==> config.mk <==
export PLATFORM = sky130hd
export DESIGN_NAME = uart_tx_arbiter
export DESIGN_NICKNAME = d
export VERILOG_FILES = /design/src/rtl/uart_tx_arbiter.sv
export SDC_FILE = /design/constraint.sdc
export NUM_CORES = 1
export LEC_CHECK = 0
export BUFFER_PORTS_ARGS = -buffer_cell sky130_fd_sc_hd__buf_4
export CORE_MARGIN = 1.5
export CORE_UTILIZATION = 50
export DETAILED_ROUTE_END_ITERATION = 8
export GPL_TIMING_DRIVEN = 0
export PLACE_DENSITY_LB_ADDON = 0.15
export SLEW_MARGIN = 20
export SYNTH_ARGS = -nofsm -noshare
export SYNTH_HDL_FRONTEND = slang
export SYNTH_SLANG_ARGS = --single-unit
==> constraint.sdc <==
create_clock -name clk -period 2.7 [get_ports clk]
set_clock_uncertainty 0.1 [all_clocks]
set_input_delay 0 -clock clk [delete_from_list [all_inputs] [get_ports clk]]
set_output_delay 0 -clock clk [all_outputs]
set_load 0.02 [all_outputs]
==> src/rtl/uart_tx_arbiter.sv <==
// rtl/uart_tx_arbiter.sv - two-source UART TX arbiter with per-source byte FIFOs (optional CRLF_EXPAND_EN)
// Scheduler grants the shared transmitter one byte at a time and sequences the tx_start/tx_busy handshake.

module uart_tx_arbiter_fifo #(
    parameter int DEPTH = 4
) (
    input  logic       clk,
    input  logic       resetn,
    input  logic       push,
    input  logic [7:0] wdata,
    input  logic       pop,
    output logic [7:0] rdata,
    output logic       empty,
    output logic       full
);
    localparam int AW = $clog2(DEPTH);
    localparam int CW = AW + 1;

    logic [7:0]    mem [DEPTH];
    logic [AW-1:0] wp;
    logic [AW-1:0] rp;
    logic [CW-1:0] cnt;

    // Pointers wrap naturally because DEPTH is a power of two.
    always_ff @(posedge clk or negedge resetn) begin
        if (!resetn) begin
            wp  <= '0;
            rp  <= '0;
            cnt <= '0;
        end else begin
            if (push) wp <= wp + AW'(1);
            if (pop)  rp <= rp + AW'(1);
            case ({push, pop})
                2'b10:   cnt <= cnt + CW'(1);
                2'b01:   cnt <= cnt - CW'(1);
                default: cnt <= cnt;
            endcase
        end
    end

    always_ff @(posedge clk) begin
        if (push) mem[wp] <= wdata;
    end

    assign rdata = mem[rp];
    assign empty = (cnt == '0);
    assign full  = (cnt == CW'(DEPTH));
endmodule

module uart_tx_arbiter #(
    parameter int FIFO_DEPTH = 4,
    parameter bit FIXED_PRIO = 1'b0
) (
    input  logic       clk,
    input  logic       resetn,
    input  logic       req0_valid,
    input  logic [7:0] req0_data,
    output logic       req0_ready,
    input  logic       req1_valid,
    input  logic [7:0] req1_data,
    output logic       req1_ready,
    output logic       tx_start,
    output logic [7:0] tx_data,
    input  logic       tx_busy,
    output logic       grant_id,
    output logic       idle
);
    typedef enum logic [2:0] {
        S_IDLE,
        S_LOAD,
        S_WAIT_BUSY,
        S_WAIT_DONE
`ifdef CRLF_EXPAND_EN
        , S_LF_LOAD
`endif
    } state_t;

    state_t     state;
    state_t     state_next;
    logic [7:0] head0;
    logic [7:0] head1;
    logic       empty0;
    logic       empty1;
    logic       full0;
    logic       full1;
    logic       push0;
    logic       push1;
    logic       pop0;
    logic       pop1;
    logic       win;
    logic       go;
    logic       rr_last;
    logic       grant_q;
    logic [7:0] tx_data_q;
`ifdef CRLF_EXPAND_EN
    logic       lf_pend;
`endif

    assign req0_ready = ~full0;
    assign req1_ready = ~full1;
    assign push0      = req0_valid & ~full0;
    assign push1      = req1_valid & ~full1;
    assign pop0       = (state == S_LOAD) & ~grant_q;
    assign pop1       = (state == S_LOAD) & grant_q;
    assign go         = ~tx_busy & ~(empty0 & empty1);

    uart_tx_arbiter_fifo #(.DEPTH(FIFO_DEPTH)) u_fifo0 (
        .clk    (clk),
        .resetn (resetn),
        .push   (push0),
        .wdata  (req0_data),
        .pop    (pop0),
        .rdata  (head0),
        .empty  (empty0),
        .full   (full0)
    );

    uart_tx_arbiter_fifo #(.DEPTH(FIFO_DEPTH)) u_fifo1 (
        .clk    (clk),
        .resetn (resetn),
        .push   (push1),
        .wdata  (req1_data),
        .pop    (pop1),
        .rdata  (head1),
        .empty  (empty1),
        .full   (full1)
    );

    // Winner is only meaningful when at least one FIFO holds data.
    always_comb begin
        win = 1'b0;
        if (FIXED_PRIO)
            win = empty0;
        else if (!empty0 && !empty1)
            win = ~rr_last;
        else
            win = empty0;
    end

    always_ff @(posedge clk or negedge resetn) begin
        if (!resetn) state <= S_IDLE;
        else         state <= state_next;
    end

    always_comb begin
        state_next = state;
        case (state)
            S_IDLE:      if (go) state_next = S_LOAD;
            S_LOAD:      state_next = S_WAIT_BUSY;
            S_WAIT_BUSY: if (tx_busy) state_next = S_WAIT_DONE;
            S_WAIT_DONE: begin
                if (!tx_busy) begin
`ifdef CRLF_EXPAND_EN
                    state_next = lf_pend ? S_LF_LOAD : S_IDLE;
`else
                    state_next = S_IDLE;
`endif
                end
            end
`ifdef CRLF_EXPAND_EN
            S_LF_LOAD:   state_next = S_WAIT_BUSY;
`endif
            default:     state_next = S_IDLE;
        endcase
    end

    // Byte and source are latched at the IDLE decision so they are already valid during LOAD.
    always_ff @(posedge clk or negedge resetn) begin
        if (!resetn) begin
            grant_q   <= 1'b0;
            tx_data_q <= 8'h00;
            rr_last   <= 1'b1;
`ifdef CRLF_EXPAND_EN
            lf_pend   <= 1'b0;
`endif
        end else begin
            if (state == S_IDLE && go) begin
                grant_q   <= win;
                tx_data_q <= win ? head1 : head0;
            end
            if (state == S_LOAD) begin
                rr_last <= grant_q;
`ifdef CRLF_EXPAND_EN
                lf_pend <= ~grant_q && (tx_data_q == 8'h0D);
`endif
            end
`ifdef CRLF_EXPAND_EN
            if (state == S_WAIT_DONE && !tx_busy && lf_pend) begin
                tx_data_q <= 8'h0A;
                grant_q   <= 1'b0;
                lf_pend   <= 1'b0;
            end
`endif
        end
    end

    always_comb begin
        tx_start = (state == S_LOAD);
`ifdef CRLF_EXPAND_EN
        if (state == S_LF_LOAD) tx_start = 1'b1;
`endif
        idle = (state == S_IDLE) && empty0 && empty1;
    end

    assign tx_data  = tx_data_q;
    assign grant_id = grant_q;
endmodule
==> reports/metrics.cfg <==
[status]
status = completed

[sta]
finalSetupViolCount = 0
timing.final.ws_setup_ns = 0.357
maxSlewHeadroom = 0.392
fin_crit_sh = 0.868
tns_ns = 0
maxSlewViolCount = 0
period_minus_slack_ns = 2.34
hold_violations = 0
hold_ws_ns = 0.287
tightestPinTransition_ns = 0.908
rsz0062_at_grt = false
fmax_ghz = 0.427

[placed_design]
pre_cts_slack_ns = 0.346
numPortBuffers = 33
dp_cells = 350
dpl.hpwl_um = 4250
place_area_um2 = 4160
finalWeightedCongestion = 0.725

[clock_network]
clk_pin_slew_ns = 0.09
clockBufferDepth = 2
cts_made_buffers = 9
cts_root_buffer = clkbuf_8
tritoncts = built
insertion_delay_ns = 0.36
cts.sinks = 90
post-cts-setup-buffer-count = 0
hold_buffers = 22
cts_resized = 0
cts-htree-levels = 3

[yosys]
synth_cell_types = 29
synthFlopType = edfxtp_1
synthesis.nets = 256
yosysWarnings = 0
yosysSeqAreaShare = 0.679
synth_cells = 218
syn_area_um2 = 3790
synth_edf_count = 64
synth-seq-cells = 90
syn_avg_cell_area_um2 = 17.4
async_reset_ff_frac = 0.289

[die]
start_util = 0.520
core_um2 = 7290
fp.dieW_um = 90.1
row_count = 31
die_area_um2 = 8120
die_h_um = 90.1
ios = 34

[detailed_routing]
drt-pass1-iter-count = 6
drt_iter0_drc = 107
drt-total-wl_um = 6520
wl_per_cell_um = 16.8
via_count = 1962
drc = 0
routed_via_density = 5.06
ant_nets = 0

[setup_path]
path_cells = inv_1, ha_1, nor2b_1, ha_1, inv_1, fa_1, xor2_1, nor2_1, xor2_1
cpMaxStageDelayCell = dfrtp_1
worst-endpoint-required_ns = 2.89
critPathArrivalTime_ns = 2.53
path_max_fanout = 5
path_class = flip-flop to flip-flop
critical_path.max_stage_delay_ns = 0.44
crit_path_start_kind = flip-flop
critPathCaptureType = flip-flop

[global_route]
grt_pass1_vias = 2083
antenna_found_initial = 0
grt_pass1_wl_um = 10500
grt_max_degree = 19
track_usage = 0.175
grt.overflow.total = 0

[cells_and_area]
syn_to_final_growth_pct = 21.3
nNetsFinal = 322
stdcell_count = 388
antennaDiodeCount = 0
drive_gt1_frac = 0.266
fin_area_um2 = 4600
final_util = 0.631

[pwr]
cellLeakagePower_nw = 1.81
fin_total_pwr_mw = 4.92
ir_worst_vdd_mv = 0.472
power_density_nw_per_um2 = 1070

[worst_hold_path]
hold_path_class = input port to flip-flop

[job]
drv_cap = 0

## flip-flops by register name (all words and copies together), names as in the netlist
name	count
u_fifo1.wp	2
u_fifo0.cnt	3
grant_id	1
u_fifo1.rp	2
u_fifo0.rp	2
u_fifo0.wp	2
u_fifo1.cnt	3
tx_data	8
state	2
u_fifo0.mem	32
u_fifo1.mem	32
rr_last	1
## Yosys cell counts (all sizes together) (4+ instances only)
library cell,number,area share
nand2,4,0.0040
xor2,5,0.012
edfxtp,64,0.51
a21oi,9,0.013
mux4,16,0.095
nor2,10,0.0099
dfrtp,25,0.16
mux2i,11,0.029
inv,17,0.017
and3,9,0.015
ha,15,0.049
xnor2,7,0.016
mux2,4,0.012
buf,4,0.0086
## path summary, 6_finish.rpt
kind                       cells past startpoint  slack [ns]                          end                  from
setup / recovery                               9        0.36   u_fifo0.cnt[2]$_DFFE_PN0P_  state[1]$_DFFE_PN0P_
hold reg to reg                                2        0.40          rr_last$_DFFE_PN1N_   rr_last$_DFFE_PN1N_
max in group asynchronous                      4        0.52       tx_data[6]$_DFFE_PN0P_                resetn
setup reg to reg                               9        0.36   u_fifo0.cnt[2]$_DFFE_PN0P_  state[1]$_DFFE_PN0P_
hold / removal                                 2        0.29  u_fifo0.mem[2][3]$_DFFE_PP_          req0_data[3]
min in group asynchronous                      3        0.46       tx_data[4]$_DFFE_PN0P_                resetn
## cells by family after synthesis
family | synth area share
simple gates | 0.0436
mux | 0.136
compound gates | 0.0267
xor+xnor | 0.0277
fa+ha+maj | 0.0600
flops | 0.679
buf+inv | 0.0274
## report_power, final
part	total, mW	switching (mW)	internal [mW]
Combinational	1.81	0.952	0.858
Sequential	2.11	0.205	1.91
Clock	0.993	0.468	0.525
## cell usage in the layout (no fill, tap or decap), drive strengths merged
master,count
a21oi,9
dfrtp,25
dfstp,1
fa,2
o21bai,2
o21ai,2
clkinvlp,1
ha,15
nand2,4
mux2,4
xnor2,7
and2,2
edfxtp,64
mux4,16
inv,19
bufinv,2
nor2b,1
mux2i,11
a211oi,2
clkbuf,12
clkinv,1
dlygate4sd3,22
nor2,10
nor3,2
xor2,5
buf,37
and3,9
nand3,2
## area by class of cell
type / instances / area (µm²)
Timing Repair Buffer: 55 / 468
Tap cell: 99 / 124
Clock buffer: 10 / 128
Buffer: 6 / 40.0
Clock inverter: 6 / 88.8
Multi-Input combinational cell: 105 / 1110
Fill cell: 569 / 2690
Inverter: 17 / 63.8
Sequential cell: 90 / 2570
## worst max-delay path, delay by kind of cell, from the launching register on
kind          cells  cell delay [ns]
buf+inv           2             0.16
simple gates      2             0.45
flops             1             0.44
xor+xnor          2             0.29
fa+ha+maj         3             0.84
## routing by layer
metal / track usage / wire length [µm] / vias to the layer above
met5: 0 / 0 / -
met4: 0.0635 / 75 / 0
met3: 0.0406 / 186 / 8
met2: 0.287 / 3270 / 32
met1: 0.230 / 2990 / 988
li1: - / - / 934
Note: power is estimated with default switching activity, not from simulation.
